===== config.mk =====
export PLATFORM = sky130hd
export DESIGN_NAME = seq1101_arbiter_flat
export DESIGN_NICKNAME = d
export VERILOG_FILES = /design/src/rtl/seq1101_arbiter_if.sv /design/src/rtl/seq1101_arbiter.sv /design/src/flat_wrapper.sv
export SDC_FILE = /design/constraint.sdc
export NUM_CORES = 1
export LEC_CHECK = 0
export ABC_CLOCK_PERIOD_IN_PS = 1900
export BUFFER_PORTS_ARGS = -buffer_cell sky130_fd_sc_hd__buf_2
export CORE_ASPECT_RATIO = 0.9
export CORE_MARGIN = 1.5
export CORE_UTILIZATION = 45
export DETAILED_ROUTE_END_ITERATION = 8
export PLACE_DENSITY = 0.72
export SYNTH_ARGS = -nofsm -noshare
export SYNTH_HDL_FRONTEND = slang
export SYNTH_SLANG_ARGS = --single-unit

===== constraint.sdc =====
create_clock -name clk -period 1.9 [get_ports clk]
set_input_delay 0.095 -clock clk [delete_from_list [all_inputs] [get_ports clk]]
set_output_delay 0.095 -clock clk [all_outputs]
set_load 0.005 [all_outputs]

===== src/rtl/seq1101_arbiter_if.sv =====
// ============================================================================
// Module   : seq1101_arbiter_if
// Desc     : Request/grant and result bus between the serial requesters and
//            the shared 1101 detector arbiter.
// Revision : 1.0 - initial release
// ============================================================================
`default_nettype none

interface seq1101_arbiter_if #(
    parameter int N     = 4,
    parameter int LEN_W = 4,
    parameter int CNT_W = 4
);
    logic [N-1:0]       req;
    logic [N*LEN_W-1:0] len;
    logic [N-1:0]       bit_in;
    logic [N-1:0]       gnt;
    logic               busy;
    logic               match;
    logic               done;
    logic [1:0]         done_id;
    logic [CNT_W-1:0]   match_cnt;

    modport master (
        output req, len, bit_in,
        input  gnt, busy, match, done, done_id, match_cnt
    );

    modport slave (
        input  req, len, bit_in,
        output gnt, busy, match, done, done_id, match_cnt
    );
endinterface

`default_nettype wire


===== src/rtl/seq1101_arbiter.sv =====
// ============================================================================
// Module   : seq1101_arbiter
// Desc     : Round-robin owner of one shared "1101" serial detector; counts
//            matches per committed frame and reports count plus owner ID.
// Macro    : SEQ_OVERLAP_EN - when defined, overlapping patterns are counted.
// Revision : 1.0 - initial release
// ============================================================================
`default_nettype none

module seq1101_arbiter #(
    parameter int N     = 4,
    parameter int LEN_W = 4,
    parameter int CNT_W = 4
) (
    input  logic              clk,
    input  logic              reset,
    seq1101_arbiter_if.slave  bus
);

    localparam logic [1:0] c_IDLE   = 2'd0;
    localparam logic [1:0] c_GRANT  = 2'd1;
    localparam logic [1:0] c_SHIFT  = 2'd2;
    localparam logic [1:0] c_REPORT = 2'd3;

    localparam logic [1:0] c_D_START = 2'd0;
    localparam logic [1:0] c_D_ID1   = 2'd1;
    localparam logic [1:0] c_D_ID11  = 2'd2;
    localparam logic [1:0] c_D_ID110 = 2'd3;

`ifdef SEQ_OVERLAP_EN
    localparam logic [1:0] c_D_AFTER_HIT = c_D_ID1;
`else
    localparam logic [1:0] c_D_AFTER_HIT = c_D_START;
`endif

    localparam logic [CNT_W-1:0] c_CNT_MAX  = '1;
    localparam logic [1:0]       c_LAST_RST = 2'(N - 1);

    logic [1:0]       r_state,     w_state_next;
    logic [1:0]       r_owner,     w_owner_next;
    logic [1:0]       r_last,      w_last_next;
    logic [LEN_W-1:0] r_remain,    w_remain_next;
    logic [1:0]       r_det,       w_det_next;
    logic [CNT_W-1:0] r_cnt,       w_cnt_next;
    logic [1:0]       r_done_id,   w_done_id_next;
    logic [CNT_W-1:0] r_match_cnt, w_match_cnt_next;

    logic             w_bit;
    logic [LEN_W-1:0] w_len_owner;
    logic [1:0]       w_winner;
    logic             w_found;
    logic [1:0]       w_det_adv;
    logic             w_hit;
    logic [CNT_W-1:0] w_cnt_inc;
    logic             w_match;

    // Lane selection for the current owner.
    always_comb begin
        w_bit       = 1'b0;
        w_len_owner = '0;
        for (int i = 0; i < N; i++) begin
            if (r_owner == 2'(i)) begin
                w_bit       = bus.bit_in[i];
                w_len_owner = bus.len[i*LEN_W +: LEN_W];
            end
        end
    end

    // Round-robin search starting just after the last granted requester.
    always_comb begin
        w_found  = 1'b0;
        w_winner = '0;
        for (int k = 1; k <= N; k++) begin
            for (int i = 0; i < N; i++) begin
                if (!w_found && bus.req[i] && (i == (int'(r_last) + k) % N)) begin
                    w_found  = 1'b1;
                    w_winner = 2'(i);
                end
            end
        end
    end

    always_comb begin
        w_det_adv = c_D_START;
        w_hit     = 1'b0;
        case (r_det)
            c_D_START: w_det_adv = w_bit ? c_D_ID1  : c_D_START;
            c_D_ID1:   w_det_adv = w_bit ? c_D_ID11 : c_D_START;
            c_D_ID11:  w_det_adv = w_bit ? c_D_ID11 : c_D_ID110;
            default: begin
                if (w_bit) begin
                    w_hit     = 1'b1;
                    w_det_adv = c_D_AFTER_HIT;
                end
            end
        endcase
        w_cnt_inc = (w_hit && (r_cnt != c_CNT_MAX)) ? r_cnt + 1'b1 : r_cnt;
    end

    always_comb begin
        w_state_next     = r_state;
        w_owner_next     = r_owner;
        w_last_next      = r_last;
        w_remain_next    = r_remain;
        w_det_next       = r_det;
        w_cnt_next       = r_cnt;
        w_done_id_next   = r_done_id;
        w_match_cnt_next = r_match_cnt;
        w_match          = 1'b0;
        case (r_state)
            c_IDLE: begin
                if (w_found) begin
                    w_state_next = c_GRANT;
                    w_owner_next = w_winner;
                end
            end
            c_GRANT: begin
                w_remain_next = w_len_owner;
                w_det_next    = c_D_START;
                w_cnt_next    = '0;
                if (w_len_owner != '0) begin
                    w_state_next = c_SHIFT;
                end else begin
                    w_state_next     = c_REPORT;
                    w_done_id_next   = r_owner;
                    w_match_cnt_next = '0;
                end
            end
            c_SHIFT: begin
                w_match       = w_hit;
                w_det_next    = w_det_adv;
                w_cnt_next    = w_cnt_inc;
                w_remain_next = r_remain - 1'b1;
                // Result registers load on entry so they are valid alongside done.
                if (r_remain == LEN_W'(1)) begin
                    w_state_next     = c_REPORT;
                    w_done_id_next   = r_owner;
                    w_match_cnt_next = w_cnt_inc;
                end
            end
            default: begin
                w_last_next  = r_owner;
                w_state_next = c_IDLE;
            end
        endcase
    end

    always_ff @(posedge clk or negedge reset) begin
        if (!reset) begin
            r_state     <= c_IDLE;
            r_owner     <= '0;
            r_last      <= c_LAST_RST;
            r_remain    <= '0;
            r_det       <= c_D_START;
            r_cnt       <= '0;
            r_done_id   <= '0;
            r_match_cnt <= '0;
        end else begin
            r_state     <= w_state_next;
            r_owner     <= w_owner_next;
            r_last      <= w_last_next;
            r_remain    <= w_remain_next;
            r_det       <= w_det_next;
            r_cnt       <= w_cnt_next;
            r_done_id   <= w_done_id_next;
            r_match_cnt <= w_match_cnt_next;
        end
    end

    for (genvar i = 0; i < N; i++) begin : g_gnt
        assign bus.gnt[i] = ((r_state == c_GRANT) || (r_state == c_SHIFT)) && (r_owner == 2'(i));
    end

    assign bus.busy      = (r_state != c_IDLE);
    assign bus.done      = (r_state == c_REPORT);
    assign bus.match     = w_match;
    assign bus.done_id   = r_done_id;
    assign bus.match_cnt = r_match_cnt;

endmodule

`default_nettype wire


===== src/flat_wrapper.sv =====
// flat-port wrapper written by rule: the top's interface ports become plain ports
module seq1101_arbiter_flat 
#(
    parameter int N     = 4,
    parameter int LEN_W = 4,
    parameter int CNT_W = 4
)
  (clk, reset, bus_req, bus_len, bus_bit_in, bus_gnt, bus_busy, bus_match, bus_done, bus_done_id, bus_match_cnt);
  seq1101_arbiter_if #(.N(N), .LEN_W(LEN_W), .CNT_W(CNT_W)) bus_i ();
  input  logic clk;
  input  logic reset;
  input wire logic [$bits(bus_i.req)-1:0] bus_req;
  input wire logic [$bits(bus_i.len)-1:0] bus_len;
  input wire logic [$bits(bus_i.bit_in)-1:0] bus_bit_in;
  output wire logic [$bits(bus_i.gnt)-1:0] bus_gnt;
  output wire logic [$bits(bus_i.busy)-1:0] bus_busy;
  output wire logic [$bits(bus_i.match)-1:0] bus_match;
  output wire logic [$bits(bus_i.done)-1:0] bus_done;
  output wire logic [$bits(bus_i.done_id)-1:0] bus_done_id;
  output wire logic [$bits(bus_i.match_cnt)-1:0] bus_match_cnt;
  assign bus_i.req = bus_req;
  assign bus_i.len = bus_len;
  assign bus_i.bit_in = bus_bit_in;
  assign bus_gnt = bus_i.gnt;
  assign bus_busy = bus_i.busy;
  assign bus_match = bus_i.match;
  assign bus_done = bus_i.done;
  assign bus_done_id = bus_i.done_id;
  assign bus_match_cnt = bus_i.match_cnt;
  seq1101_arbiter #(.N(N), .LEN_W(LEN_W), .CNT_W(CNT_W)) u_core (.clk(clk), .reset(reset), .bus(bus_i));
endmodule

# Yosys cells after proc, flatten, opt, wreduce, memory -nomap -nowiden
# Index checks and enable logic that the tools add are counted.
# totals
input_bits	26
output_inout_bits	13
wordCells	174
ff_bits	22
# classes
n_bitwise	4
eq_ne	25
muxes	60
n_addsub	6
reduce_logical	71
# op_table
cell	count
$logic_not A32 Y1	4
$mux W2	19
$logic_and A1 B1 Y1	36
$mux W4	7
$mux W1	27
$eq A3 B3 Y1 const A	8
$pmux W4 S2	3
$logic_not A1 Y1	15
$eq A2 B3 Y1 const A	4
$pmux W2 S3	2
$eq A2 B2 Y1 const B	5
$pmux W2 S2	2
$reduce_or A2 Y1	4
$eq A2 B1 Y1 const B	3
$logic_not A2 Y1	3
$reduce_or A3 Y1	2
$add A2 B1 Y2 const B	2
$add A2 B2 Y2 const B	2
$add A4 B1 Y4 const B	1
$and A1 B1 Y1 const A	4
$eq A4 B1 Y1 const B	1
$ne A2 B1 Y1 const B	2
$ne A4 B4 Y1 const B	1
$reduce_and A2 Y1	2
other kinds (6)	7

# Logic depth before layout (Yosys ltp)
# Gate-level depths: netlist (run 1).
# logic_depth
word_depth	68
depth_mapped	7
mapped_depth_nobuf	6

# Least setup slack after synthesis (run 1)
# No wires, ideal clock.
# synth_path
path_kind	register to register
start	reg u_core.r_owner[0]
end	reg u_core.r_done_id[0] (netlist: u_core.bus.done_id[0])
t_required_ns	1.772
t_arrival_ns	1.906
slack_ns	-0.134
stages_incl_launch_ff	5
setup_time_ns	0.128
path_buffers	0
synth_period_minus_slack_ns	2.034
path_cell_list	dfrtp_1 mux4_1 o41ai_4 nand3_4 mux2_1
# synth_via
elab_chain_len	8
word_cells_on_any_way	14
cone_classes	eq/ne (4); mux (7); reduce/logical (3)
# synth_rtl
item	line	rtl
start: declaration	seq1101_arbiter.sv:40	logic [1:0] r_owner, w_owner_next;
start signal: assignment	seq1101_arbiter.sv:160	r_owner <= w_owner_next;
$logic_not A2 Y1	seq1101_arbiter.sv:62	if (r_owner == 2'(i)) begin
$mux W4 (4 in series)	seq1101_arbiter.sv:62	
$reduce_bool A4 Y1	seq1101_arbiter.sv:121	if (w_len_owner != '0) begin
$ne A2 B2 Y1 (no source line)	--	
$reduce_and A3 Y1 (no source line)	--	
end signal: assignment	seq1101_arbiter.sv:165	r_done_id <= w_done_id_next;
end: declaration	seq1101_arbiter.sv:45	logic [1:0] r_done_id, w_done_id_next;
# Parallel ways exist; a longest one is shown, timed or not. The select of a mux whose other input is x is not followed.
# A chain may end at the register's enable or synchronous reset.

# Worst setup path in the final report (run 1)
# layout_path
start	reg u_core.r_owner[0]
end	reg u_core.r_match_cnt[0] (netlist: u_core.bus.match_cnt[0])
# layout_via
elab_chain_len	11
word_cells_on_any_way	21
cone_classes	eq/ne (4); mux (13); reduce/logical (4)
# layout_rtl
item	line	rtl
$logic_not A2 Y1	seq1101_arbiter.sv:62	
$mux W1 (4 in series)	seq1101_arbiter.sv:62	
$mux W1	seq1101_arbiter.sv:91	if (w_bit) begin
$mux W1	seq1101_arbiter.sv:86	case (r_det)
$logic_and A1 B1 Y1	seq1101_arbiter.sv:97	w_cnt_inc = (w_hit && (r_cnt != c_CNT_MAX)) ? r_cnt + 1'b1 : r_cnt;
$mux W4	seq1101_arbiter.sv:97	
$mux W4	seq1101_arbiter.sv:135	if (r_remain == LEN_W'(1)) begin
$pmux W4 S2	seq1101_arbiter.sv:110	case (r_state)
end signal: assignment	seq1101_arbiter.sv:166	r_match_cnt <= w_match_cnt_next;
end: declaration	seq1101_arbiter.sv:46	logic [CNT_W-1:0] r_match_cnt, w_match_cnt_next;
# Parallel ways exist; a longest one is shown, timed or not. The select of a mux whose other input is x is not followed.

==> results of run 1 <==
==> area by class of cell <==
cell class                      instances  area (µm²)  share of cell area [%]
Sequential cell                        22         554                    26.9
Timing Repair Buffer                   63         417                    20.2
Tap cell                               42        52.6                    2.55
Clock buffer                            3        41.3                    2.01
Inverter                               14        52.6                    2.55
Multi-Input combinational cell        110         941                    45.7
==> sequential cells by signal (all words and copies together), names as in the netlist <==
register,count
u_core.r_remain,4
u_core.r_owner,2
u_core.r_det,2
u_core.r_last,2
u_core.bus.match_cnt,4
u_core.bus.done_id,2
u_core.r_state,2
u_core.r_cnt,4
==> cells in the final DEF, fill, tap and decap left out, types with 3 or more instances in the layout <==
cell type	count
sky130_fd_sc_hd__o21ai_0	10
sky130_fd_sc_hd__mux2i_1	4
sky130_fd_sc_hd__inv_1	13
sky130_fd_sc_hd__a21oi_1	6
sky130_fd_sc_hd__nor2_1	8
sky130_fd_sc_hd__a31o_2	3
sky130_fd_sc_hd__nand4_1	4
sky130_fd_sc_hd__buf_2	37
sky130_fd_sc_hd__nand2_1	8
sky130_fd_sc_hd__mux2_4	4
sky130_fd_sc_hd__ha_1	7
sky130_fd_sc_hd__clkbuf_8	3
sky130_fd_sc_hd__nand3_1	4
sky130_fd_sc_hd__mux4_2	5
sky130_fd_sc_hd__o22ai_1	3
sky130_fd_sc_hd__buf_6	9
sky130_fd_sc_hd__buf_4	16
sky130_fd_sc_hd__dfrtp_1	19
sky130_fd_sc_hd__nand2b_1	6
==> worst min-delay path, cell delays in order <==
cell                      delay [ns]
sky130_fd_sc_hd__buf_2          0.12
sky130_fd_sc_hd__nor2_1         0.09
sky130_fd_sc_hd__o41ai_1        0.09
==> repair_timing <==
item                                    4_1_cts  5_1_grt
hold buffers                                  1        0
endpoints found under the setup margin        9       14
endpoints found under the hold margin        20        0
setup buffers                                 6        3
pin swaps                                     2        3
resized for setup                            11       14
==> layer usage <==
layer | up-vias | part of all wire, % | track usage [%]
met5 | - | 0 | 0
li1 | 683 | - | -
met2 | 55 | 48 | 36.0
met3 | 4 | 6.8 | 5.63
met4 | 0 | 0.93 | 4.26
met1 | 709 | 44 | 29.6
==> cell families (layout without fill, tap and decap cells) <==
| group | count (synthesis) | count (layout) | share of synthesized area (%) |
|---|---|---|---|
| and+or+nand+nor | 46 | 46 | 17.2 |
| AOI/OAI and AO/OA | 40 | 40 | 18.6 |
| DFF | 22 | 22 | 36.3 |
| buffers and inverters | 22 | 80 | 5.99 |
| muxes | 14 | 14 | 14.2 |
| adders and majority gates | 8 | 8 | 6.57 |
| xor gates and xnor gates | 2 | 2 | 1.15 |
==> where the power goes <==
part | total, W | switching (W) | internal [W]
combinational | 0.00213 | 0.00101 | 0.00112
clock | 0.000295 | 0.000153 | 0.000142
sequential | 0.000788 | 0.000154 | 0.000635
==> worst paths after layout <==
check	from	to
max in group asynchronous	reset	u_core.r_owner[0]$_DFFE_PN0P_
worst max register to register	u_core.r_owner[0]$_DFFE_PN0P_	u_core.bus.match_cnt[0]$_DFFE_PN0P_
worst min-delay path	bus_req[2]	u_core.r_owner[1]$_DFFE_PN0P_
worst min register to register	u_core.bus.done_id[1]$_DFFE_PN0P_	u_core.bus.done_id[1]$_DFFE_PN0P_
min in group asynchronous	reset	u_core.r_remain[3]$_DFFE_PN0P_
worst max-delay path	u_core.r_owner[0]$_DFFE_PN0P_	u_core.bus.match_cnt[0]$_DFFE_PN0P_
==> through the flow <==
| step | utilization [%] | total power, W | cells | area, µm² | hold slack (ns) |
|---|---|---|---|---|---|
| floorplan | - | 0.00191 | 154 | 1520 | -0.201 |
| CTS | 62.8 | 0.00302 | 251 | 1970 | 0.176 |
| global route | 65.6 | 0.00346 | 254 | 2060 | 0.187 |
| detailed placement | 58.5 | 0.00253 | 241 | 1840 | 0.0984 |
| finish | 65.6 | 0.00321 | 254 | 2060 | 0.174 |
| global placement | 58.5 | 0.00246 | 241 | 1840 | 0.0918 |
==> results by stage, run 1 <==
Setup path:
- The maximum fanout along the worst path is 6.
- The reg2reg setup slack is -0.24 ns.
- The cell family contributing the most delay on the critical path is multiplexers.
- The combined buffer and inverter count along the critical path is 1.
- The largest stage delay on the critical path is between 0.5 and 0.6 ns.
- The required time reported for the critical path endpoint is ~2.1 ns.
- The path depth of the worst reg2reg path is 5.
- The signal on the critical path passes through buf_6 > mux4_2 > o41ai_4 > nand3_4 > mux2_4.
- The largest individual stage delay along the critical path comes from the cell sky130_fd_sc_hd__mux4_2.
- The critical path crosses 5 cells after its start point.
- STA classifies the critical path endpoint as a register.
- The worst setup path is of the register to register kind.
- The launching element type of the critical path is a register.
- For the worst setup path, the data arrival time is roughly 2.3 ns.

Global routing:
- The wire length of the first global-routing pass is approximately 6.4 mm.
- The total overflow left after global routing is 0.
- The number of antenna violations at the first check in global routing is 0.
- In the global route stage, overall resource usage came out at a little over a fifth.
- The largest net degree at the start of global routing is 23.
- The number of global-route vias before repair was 1409.

Synth:
- The leading register cell type out of synthesis is sky130_fd_sc_hd__dfrtp_1.
- Sequential cells were found to cover between 30% and 40% of the synthesized design area.
- The most common cell in the synthesized netlist is sky130_fd_sc_hd__dfrtp_1.
- The cell taking the most area after synthesis is sky130_fd_sc_hd__dfrtp_1.
- The synthesized area is approximately 1500 µm².
- Synthesis produced a netlist whose cell count is ~150.
- In the post-synthesis netlist, the biggest area contributors are sky130_fd_sc_hd__dfrtp_1 33%, sky130_fd_sc_hd__ha_1 6.6%, sky130_fd_sc_hd__mux4_2 4.4%.
- The net count after synthesis is 188.
- The fraction of synthesized cell area taken by the top area cell type is about a third.
- The share of flip-flops with an asynchronous set or reset is 100%.
- The synthesized design contains 22 register bits.
- In the synthesized netlist, the cells that appear most often are 20 x sky130_fd_sc_hd__dfrtp_1, 13 x sky130_fd_sc_hd__inv_1, 11 x sky130_fd_sc_hd__o21ai_0.
- The number of enable flip-flop cells after synthesis is 0.
- The Yosys step of the flow raised 0 warnings.
- In this run the mean area of a mapped cell was 9.90 µm².
- Synthesis instantiated 46 different standard cells from the library.

Hold path:
- In this run the worst hold path is classified as primary input to register.
- The number of stages on the worst hold path is 3.

Timing:
- The worst setup skew after layout is between 0.004 and 0.005 ns.
- The time the final worst path needs with I/O delays and setup is 2.14 ns.
- The final setup violation count is 8.
- The final setup slack of the worst path is -0.243 ns.
- The share of the clock period used by the worst path is 113%.
- The normalized max-slew margin is 65.9%.
- The number of pins with negative max-slew slack in the final report came to 0.
- The achievable clock frequency is 467 MHz.
- The final hold violation count was 0.
- The final total negative setup slack is -1.47 ns.
- The pin slew with the least headroom to its limit is slightly above 0.5 ns.
- Setup repair after global routing could not meet its margin everywhere.

Cells and area:
- The number of antenna diodes in the final layout is 0.
- Of the cells placed in the final design, the portion with a size suffix greater than 1 is a little over two fifths.
- The area growth from synthesis to layout is 35.1%.
- The layout filler cell count is 262.
- The number of nets in the final layout is about 250.

Die:
- The die span in x is ~64 µm.
- From bottom edge to top edge, the die measures a little under 60 µm.
- For this design the top-level I/O count stands at 39.
- Once the floorplan was initialized, standard cells occupied 48.6% of the core.
- The total area inside the core boundary comes to ~3100 µm².
- The die covers 3750 µm².
- The total number of placement rows is 19.

Route:
- After detailed routing, the number of vias per cell comes to about 5.7.
- In this run, the number of DRC markers left after iteration 0 of detailed routing was 75.
- The routed length per instance is about 15 µm.
- Once detail routing completed, the nets flagged for antenna violations numbered 0.
- The number of detailed-route iterations in the first pass is 4.
- The total vias in the final route is 1451.
- Wires add up to 3.85 mm.
- The number of DRC violations after detailed routing is 0.

Clocking:
- The tree is rooted in a sky130_fd_sc_hd__clkbuf_8.
- TritonCTS built the clock tree.
- In this run the deepest clock path goes through 2 buffers.
- The number of sinks driven by the clock tree is 22.
- Clock latency on the worst-skew pair, taken at its later pin, is 0.26 ns.
- TritonCTS created 3 clock buffers.
- CTS built an H-tree with a depth of 1.
- After clock tree synthesis, the clock-pin slew on the worst setup and hold paths is 0.08 ns.

Pwr:
- For this design the static power due to leakage is between 0.9 and 1 nW.
- In this run the power density over the cells is between 1500 and 2000 nW/µm².
- The peak supply drop is 1.27 mV.

Place:
- The HPWL after detailed placement is between 2 and 3 mm.
- The count of buffers inserted at the top-level ports is 38.
- The routability congestion estimate from global placement is approximately 0.86.
- Before CTS, the worst setup slack after placement is -0.264 ns.

Status:
- The flow ran to the end, but the final reports show violations.
- The checks that failed: setup timing.

Flow run:
- Across the run, the number of max-cap violations was 0.
No activity file was read; power rests on OpenSTA's default activity.
==> run 2, diff against run 1 <==
- BUFFER_PORTS_ARGS: -buffer_cell sky130_fd_sc_hd__buf_2 -> default
- DONT_BUFFER_PORTS: default -> 1
- PLACE_DENSITY: 0.72 -> default
- SKIP_CTS_REPAIR_TIMING: default -> 1
==> run 2 against run 1 <==
Effect of this change:
- the flow still finishes with violations (setup timing)
- first-iteration DRC count grew 4.0%
- die area is the same
- critical path type unchanged
- non-clock buffer count shrank 44
- routed wire length shrank 8.0%
- total power shrank 9.2%
- count of clock-buffer cells in the layout grew 1
- global-route usage shrank 1.9 points
==> results by stage, run 2 (synthesized netlist as in run 1, its figures left out) <==
Clocking:
- The maximum buffer depth of the clock tree is 2 (unchanged).
- The latest clock arrival within the worst-skew pair was 0.26 ns (about the same).
- The number of buffers created by CTS came to 3 (unchanged).
- The post-CTS clock slew at the launch and capture registers of the worst setup and hold paths came to 0.08 ns (about the same).
- The root buffer cell is sky130_fd_sc_hd__clkbuf_8 (unchanged).
- The number of H-tree levels was 1 (unchanged).
- The number of sinks driven by the clock tree is 22 (unchanged).
- The clock tree from TritonCTS was yes (unchanged).

Hold path:
- The number of stages on the worst hold path came to 2 (was 3).
- The path category of the worst min-delay check is primary input to register (unchanged).

Pwr:
- The combinational power share is 61.4% (was 66.3%).
- The fraction of power spent switching nets is 41.3% (was 40.9%).
- The total internal power was 0.00171 W (was 0.00190 W).
- The power share of the sequential group is 27.3% (was 24.5%).
- The peak supply drop was 1.02 mV (was 1.27 mV).
- The switching power summed over all nets is 0.00121 W (was 0.00132 W).
- The leakage dissipation is 0.776 nW (was 0.964 nW).
- The cell area power density is 1610 nW/µm² (was 1560 nW/µm²).
- The fraction of power consumed by the clock network is 11.3% (was 9.2%).

Route:
- The via count normalized by instance count is 6.03 (was 5.71).
- The routed length per instance came to 16.7 µm (was 15.2 µm).
- The post-route antenna net violation count was 0 (unchanged).
- The number of DRC violations after detailed routing is 0 (unchanged).
- The overall routed net length was 3.55 mm (was 3.85 mm).
- The number of detailed-route iterations in the first pass is 4 (unchanged).
- The total vias in the final route is 1279 (was 1451).
- The number of DRC violations after detailed-routing iteration 0 is 78 (was 75).

Setup path:
- The required time reported for the critical path endpoint is 2.05 ns (was 2.06 ns).
- The maximum fanout along the worst path is 6 (unchanged).
- The data arrival at the endpoint of the critical path came to 2.23 ns (was 2.30 ns).
- The highest-delay cell along the critical path is sky130_fd_sc_hd__mux4_2 (unchanged).
- The path depth of the worst reg2reg path is 5 (unchanged).
- The cell count along the critical path was 5 (unchanged).
- The kind of cell with the highest combined delay on the critical path is multiplexers (unchanged).
- The launching element type of the critical path is a register (unchanged).
- The kind of end point of the critical path was a register (unchanged).
- The combined buffer and inverter count along the critical path is 1 (unchanged).
- Cell chain of the critical path: buf_6 > mux4_2 > o41ai_4 > nand3_4 > mux2_4 (unchanged).
- The critical path class was register to register (unchanged).
- The largest stage delay on the critical path is 0.54 ns (was 0.53 ns).

Cells and area:
- The area growth from synthesis to layout was 18.6% (was 35.1%).
- The core occupancy in the finished layout came to 57.6% (was 65.6%).
- The ratio of cells with drive above 1 in the final layout is 26.5% (was 43.4%).
- The number of antenna repair diodes is 0 (unchanged).
- The commonest non-fill, non-tap cell in the layout is sky130_fd_sc_hd__dfrtp_1 (was sky130_fd_sc_hd__buf_2).
- The footprint of the flip-flops and latches is 554 µm² (unchanged).
- The number of nets in the final layout is 205 (was 248).
- The area of the multi-input gates came to 925 µm² (was 941 µm²).
- Top library cells by usage in the layout, fill and taps aside: 19 x sky130_fd_sc_hd__dfrtp_1, 14 x sky130_fd_sc_hd__buf_4, 13 x sky130_fd_sc_hd__inv_1 (was 37 x sky130_fd_sc_hd__buf_2, 19 x sky130_fd_sc_hd__dfrtp_1, 16 x sky130_fd_sc_hd__buf_4).
- The layout filler cell count is 297 (was 262).

Global routing:
- The largest net degree at the start of global routing was 23 (unchanged).
- The wire length of the first global-routing pass is 5.80 mm (was 6.40 mm).
- The number of global-route vias before repair is 1170 (was 1409).
- The residual overflow from global routing is 0 (unchanged).
- The number of antenna violations at the first check in global routing came to 0 (unchanged).
- The global-route usage over all layers is 20.0% (was 21.9%).

Timing:
- The achievable clock frequency is 480 MHz (was 467 MHz).
- The normalized max-slew margin was 62.5% (was 65.9%).
- The pin slew with the least headroom to its limit is 0.557 ns (was 0.512 ns).
- The final total negative setup slack is -1.13 ns (was -1.47 ns).
- The final hold violation count is 0 (unchanged).
- The worst setup skew after layout is 0.00211 ns (was 0.00407 ns).
- The time the final worst path needs with I/O delays and setup is 2.08 ns (was 2.14 ns).
- The final setup violation count came to 8 (unchanged).
- The share of the clock period used by the worst path is 110% (was 113%).
- The final setup slack of the worst path is -0.182 ns (was -0.243 ns).
- RSZ-0062 raised after global routing: yes (unchanged).
- The number of pins with negative max-slew slack in the final report is 0 (unchanged).

Die:
- The die span in y is 58.2 µm (unchanged).
- The floorplan core area is 3140 µm² (unchanged).
- The total number of placement rows came to 19 (unchanged).
- The die span in x is 64.3 µm (unchanged).
- The top-level I/O count is 39 (unchanged).
- The full die area came to 3750 µm² (unchanged).
- The initial core utilization is 48.6% (unchanged).

Place:
- The routability congestion estimate from global placement is 0.859 (was 0.855).
- The sum of net half-perimeters after detailed placement was 2.60 mm (was 2.77 mm).
- The count of buffers inserted at the top-level ports came to 0 (was 38).
- The worst-case setup slack after placement is -0.216 ns (was -0.264 ns).

Status:
- Status: finished with violations (unchanged).
- Violations in the final reports: setup timing (unchanged).

Flow run:
- The max-cap violation count is 0 (unchanged).
-- run 2: path summary, 6_finish.rpt --
path	to	slack, ns	start
worst min-delay path	u_core.r_owner[1]$_DFFE_PN0P_	0.03	bus_req[2]
worst min register to register	u_core.r_det[0]$_DFFE_PN0P_	0.53	u_core.r_det[0]$_DFFE_PN0P_
worst max-delay path	u_core.bus.done_id[1]$_DFFE_PN0P_	-0.18	u_core.r_owner[0]$_DFFE_PN0P_
min in group asynchronous	u_core.r_remain[2]$_DFFE_PN0P_	0.26	reset
worst max register to register	u_core.bus.done_id[1]$_DFFE_PN0P_	-0.18	u_core.r_owner[0]$_DFFE_PN0P_
max in group asynchronous	u_core.r_last[1]$_DFFE_PN1N_	1.42	reset
-- run 2: layer usage --
| metal | global-route usage, % | share of wire (%) | vias to the layer above | wire, µm |
|---|---|---|---|---|
| li1 | - | - | 602 | - |
| met1 | 27.0 | 46 | 622 | 1630 |
| met2 | 31.7 | 44 | 53 | 1550 |
| met3 | 6.99 | 9.8 | 2 | 347 |
| met4 | 3.65 | 0.54 | 0 | 19 |
| met5 | 0 | 0 | - | 0 |
-- run 2: power groups by stage --
| stage | Combinational, W | Clock (W) | Sequential (W) |
|---|---|---|---|
| 3_3_place_gp | 0.00154 | 0 | 0.000788 |
| 2_1_floorplan | 0.00117 | 0 | 0.000745 |
| 5_1_grt | 0.00197 | 0.000358 | 0.000822 |
| 3_5_place_dp | 0.00159 | 0 | 0.000797 |
| 6_report | 0.00179 | 0.000331 | 0.000796 |
| 4_1_cts | 0.00159 | 0.000344 | 0.000788 |
-- run 2: cell type report --
cell class,count,share of cell area [%]
timing repair buffer,19,9.34
clock buffer,4,3.04
multi-input combinational,111,51.1
tap,42,2.91
inverter,14,2.91
sequential,22,30.7
-- run 2: metrics by stage --
| step | std cells | total power [W] | hold slack, ns | cell area [µm²] |
|---|---|---|---|---|
| final | 212 | 0.00292 | 0.0320 | 1810 |
| after global placement | 202 | 0.00233 | -0.200 | 1640 |
| after floorplan | 154 | 0.00191 | -0.201 | 1520 |
| after detailed placement | 202 | 0.00238 | -0.200 | 1640 |
| after CTS | 206 | 0.00272 | -0.487 | 1690 |
| after global routing | 212 | 0.00315 | 0.0597 | 1810 |
==> run 3, diff against run 2 <==
- ABC_CLOCK_PERIOD_IN_PS: 1900 -> 2200
- HOLD_SLACK_MARGIN: default -> 0.03
- MAX_ROUTING_LAYER: default -> met4
- clock period: 1.9 -> 2.2 ns (I/O delays scaled with it)
==> run 3 against run 2 <==
Effect of this change:
- the flow now finishes without violations
- via count down 6.2%
- hold slack worse by 0.0034 ns
- core utilization down 4.1 points
- critical path depth unchanged
- critical endpoint is now u_core.bus.done_id[0]$_DFFE_PN0P_
- largest power group unchanged
- highest routed layer unchanged
==> results by stage, run 3 (synthesized netlist as in run 1, its figures left out) <==
Status:
- Status: finished, final reports clean (was finished with violations).

Die:
- The initial core utilization is 48.6% (unchanged).
- The total number of placement rows was 19 (unchanged).
- The die span in y was 58.2 µm (unchanged).
- The die span in x was 64.3 µm (unchanged).
- The full die area is 3750 µm² (unchanged).
- The floorplan core area is 3140 µm² (unchanged).
- The top-level I/O count is 39 (unchanged).

Place:
- The sum of net half-perimeters after detailed placement came to 2.59 mm (was 2.60 mm).
- The number of cells in the design after placement is 191 (was 202).
- The count of buffers inserted at the top-level ports is 0 (unchanged).
- The worst-case setup slack after placement came to -0.0191 ns (was -0.216 ns).
- The routability congestion estimate from global placement is 0.913 (was 0.859).

Timing:
- The achievable clock frequency came to 471 MHz (was 480 MHz).
- The final setup slack of the worst path came to 0.0791 ns (was -0.182 ns).
- The final hold violation count is 0 (unchanged).
- The share of the clock period used by the worst path is 96.4% (was 110%).
- The time the final worst path needs with I/O delays and setup came to 2.12 ns (was 2.08 ns).
- The worst setup skew after layout is 0.00808 ns (was 0.00211 ns).
- The pin slew with the least headroom to its limit is 0.532 ns (was 0.557 ns).
- The final setup violation count is 0 (was 8).
- RSZ-0062 raised after global routing: yes (unchanged).
- The normalized max-slew margin is 64.2% (was 62.5%).
- The number of pins with negative max-slew slack in the final report is 0 (unchanged).

Cells and area:
- The commonest non-fill, non-tap cell in the layout is sky130_fd_sc_hd__dfrtp_1 (unchanged).
- The post-route non-filler standard cell count is 199 (was 212).
- The area of the multi-input gates came to 876 µm² (was 925 µm²).
- The ratio of cells with drive above 1 in the final layout is 15.3% (was 26.5%).
- The number of nets in the final layout came to 192 (was 205).
- The footprint of the flip-flops and latches is 554 µm² (unchanged).
- The layout filler cell count came to 287 (was 297).
- The number of antenna repair diodes came to 0 (unchanged).
- Top library cells by usage in the layout, fill and taps aside: 19 x sky130_fd_sc_hd__dfrtp_1, 13 x sky130_fd_sc_hd__inv_1, 11 x sky130_fd_sc_hd__o21ai_0 (was 19 x sky130_fd_sc_hd__dfrtp_1, 14 x sky130_fd_sc_hd__buf_4, 13 x sky130_fd_sc_hd__inv_1).
- The area growth from synthesis to layout is 10.1% (was 18.6%).

Route:
- The routed length per instance is 16.9 µm (was 16.7 µm).
- The post-route antenna net violation count came to 0 (unchanged).
- The via count normalized by instance count is 6.03 (about the same).
- The total vias in the final route was 1200 (was 1279).
- The number of DRC violations after detailed routing was 0 (unchanged).
- The overall routed net length is 3.37 mm (was 3.55 mm).
- The number of detailed-route iterations in the first pass is 4 (unchanged).
- The number of DRC violations after detailed-routing iteration 0 is 95 (was 78).

Pwr:
- The power share of the sequential group is 30.1% (was 27.3%).
- The fraction of power spent switching nets is 42.0% (was 41.3%).
- The switching power summed over all nets is 0.000975 W (was 0.00121 W).
- The peak supply drop is 0.658 mV (was 1.02 mV).
- The leakage dissipation is 0.710 nW (was 0.776 nW).
- The total internal power is 0.00135 W (was 0.00171 W).
- The cell area power density came to 1380 nW/µm² (was 1610 nW/µm²).
- The combinational power share is 53.0% (was 61.4%).
- The fraction of power consumed by the clock network is 16.9% (was 11.3%).

Hold path:
- The path category of the worst min-delay check was primary input to register (unchanged).

Global routing:
- The global-route usage over all layers was 20.7% (was 20.0%).
- The largest net degree at the start of global routing was 23 (unchanged).
- The number of global-route vias before repair is 1206 (was 1170).
- The residual overflow from global routing is 0 (unchanged).
- The number of antenna violations at the first check in global routing is 0 (unchanged).
- The wire length of the first global-routing pass came to 5.80 mm (about the same).

Setup path:
- The required time reported for the critical path endpoint is 2.36 ns (was 2.05 ns).
- The data arrival at the endpoint of the critical path is 2.29 ns (was 2.23 ns).
- The maximum fanout along the worst path was 8 (was 6).
- The kind of cell with the highest combined delay on the critical path is multiplexers (unchanged).
- The reg2reg setup slack is 0.08 ns (was -0.18 ns).
- The kind of end point of the critical path was a register (unchanged).
- Cell chain of the critical path: buf_6 > mux4_2 > o41ai_4 > nand3_4 > mux2_1 (was buf_6 > mux4_2 > o41ai_4 > nand3_4 > mux2_4).
- The critical path class is register to register (unchanged).
- The largest stage delay on the critical path is 0.56 ns (was 0.54 ns).
- The highest-delay cell along the critical path is sky130_fd_sc_hd__mux4_2 (unchanged).
- The combined buffer and inverter count along the critical path is 1 (unchanged).
- The launching element type of the critical path was a register (unchanged).

Clocking:
- The number of H-tree levels was 1 (unchanged).
- The maximum buffer depth of the clock tree is 2 (unchanged).
- The number of sinks driven by the clock tree is 22 (unchanged).
- The root buffer cell was sky130_fd_sc_hd__clkbuf_8 (unchanged).
- The post-CTS clock slew at the launch and capture registers of the worst setup and hold paths is 0.09 ns (was 0.08 ns).
- The number of buffers created by CTS is 3 (unchanged).
- The latest clock arrival within the worst-skew pair is 0.27 ns (was 0.26 ns).
- The clock tree from TritonCTS is yes (unchanged).

Flow run:
- The max-cap violation count is 0 (unchanged).
run 3: cell count changes in the layout (fill, tap and decap cells not counted), sizes merged:
cell / change
bufinv: +1
mux4: -1
clkbuf: -1
buf: -12
run 3: area by class of cell:
class	count	area share, %
sequential	22	33.0
inverter	14	3.13
clock inverter	1	1.79
timing repair buffer	7	4.25
multi-input combinational	110	52.2
tap	42	3.13
clock buffer	3	2.46
run 3: power by group through the flow:
| stage | Sequential, W | Combinational, W | Clock, W |
|---|---|---|---|
| after floorplan | 0.000642 | 0.00101 | 0 |
| after global placement | 0.000689 | 0.00116 | 0 |
| after detailed placement | 0.000699 | 0.00118 | 0 |
| after CTS | 0.000691 | 0.00119 | 0.000391 |
| after global routing | 0.000722 | 0.00138 | 0.000412 |
| final | 0.000700 | 0.00123 | 0.000392 |
run 3: through the flow:
step / TNS [ns] / util, % / total power (W) / hold slack, ns / area (µm²)
5_1_grt: -0.0130 / 53.5 / 0.00251 / 0.0566 / 1680
6_report: 0 / 53.5 / 0.00232 / 0.0285 / 1680
4_1_cts: -0.00915 / 52.0 / 0.00227 / -0.482 / 1630
2_1_floorplan: 0 / - / 0.00165 / -0.186 / 1520
3_3_place_gp: 0 / 49.7 / 0.00185 / -0.185 / 1560
3_5_place_dp: -0.0387 / 49.7 / 0.00188 / -0.185 / 1560
run 3: path summary, 6_finish.rpt:
| path | from | cells after the start | end |
|---|---|---|---|
| worst min register to register | u_core.bus.match_cnt[1]$_DFFE_PN0P_ | 1 | u_core.bus.match_cnt[1]$_DFFE_PN0P_ |
| worst max register to register | u_core.r_owner[0]$_DFFE_PN0P_ | 5 | u_core.bus.done_id[0]$_DFFE_PN0P_ |
| min in group asynchronous | reset | 2 | u_core.r_det[0]$_DFFE_PN0P_ |
| worst max-delay path | u_core.r_owner[0]$_DFFE_PN0P_ | 5 | u_core.bus.done_id[0]$_DFFE_PN0P_ |
| worst min-delay path | bus_req[2] | 2 | u_core.r_owner[1]$_DFFE_PN0P_ |
| max in group asynchronous | reset | 2 | u_core.r_last[1]$_DFFE_PN1N_ |
run 3: routing by layer:
layer	wire (µm)	GRT usage, %	vias to the layer above
li1	-	-	569
met1	1630	28.6	570
met2	1400	29.6	54
met3	291	5.63	7
met4	57	6.99	0
met5	0	-	-
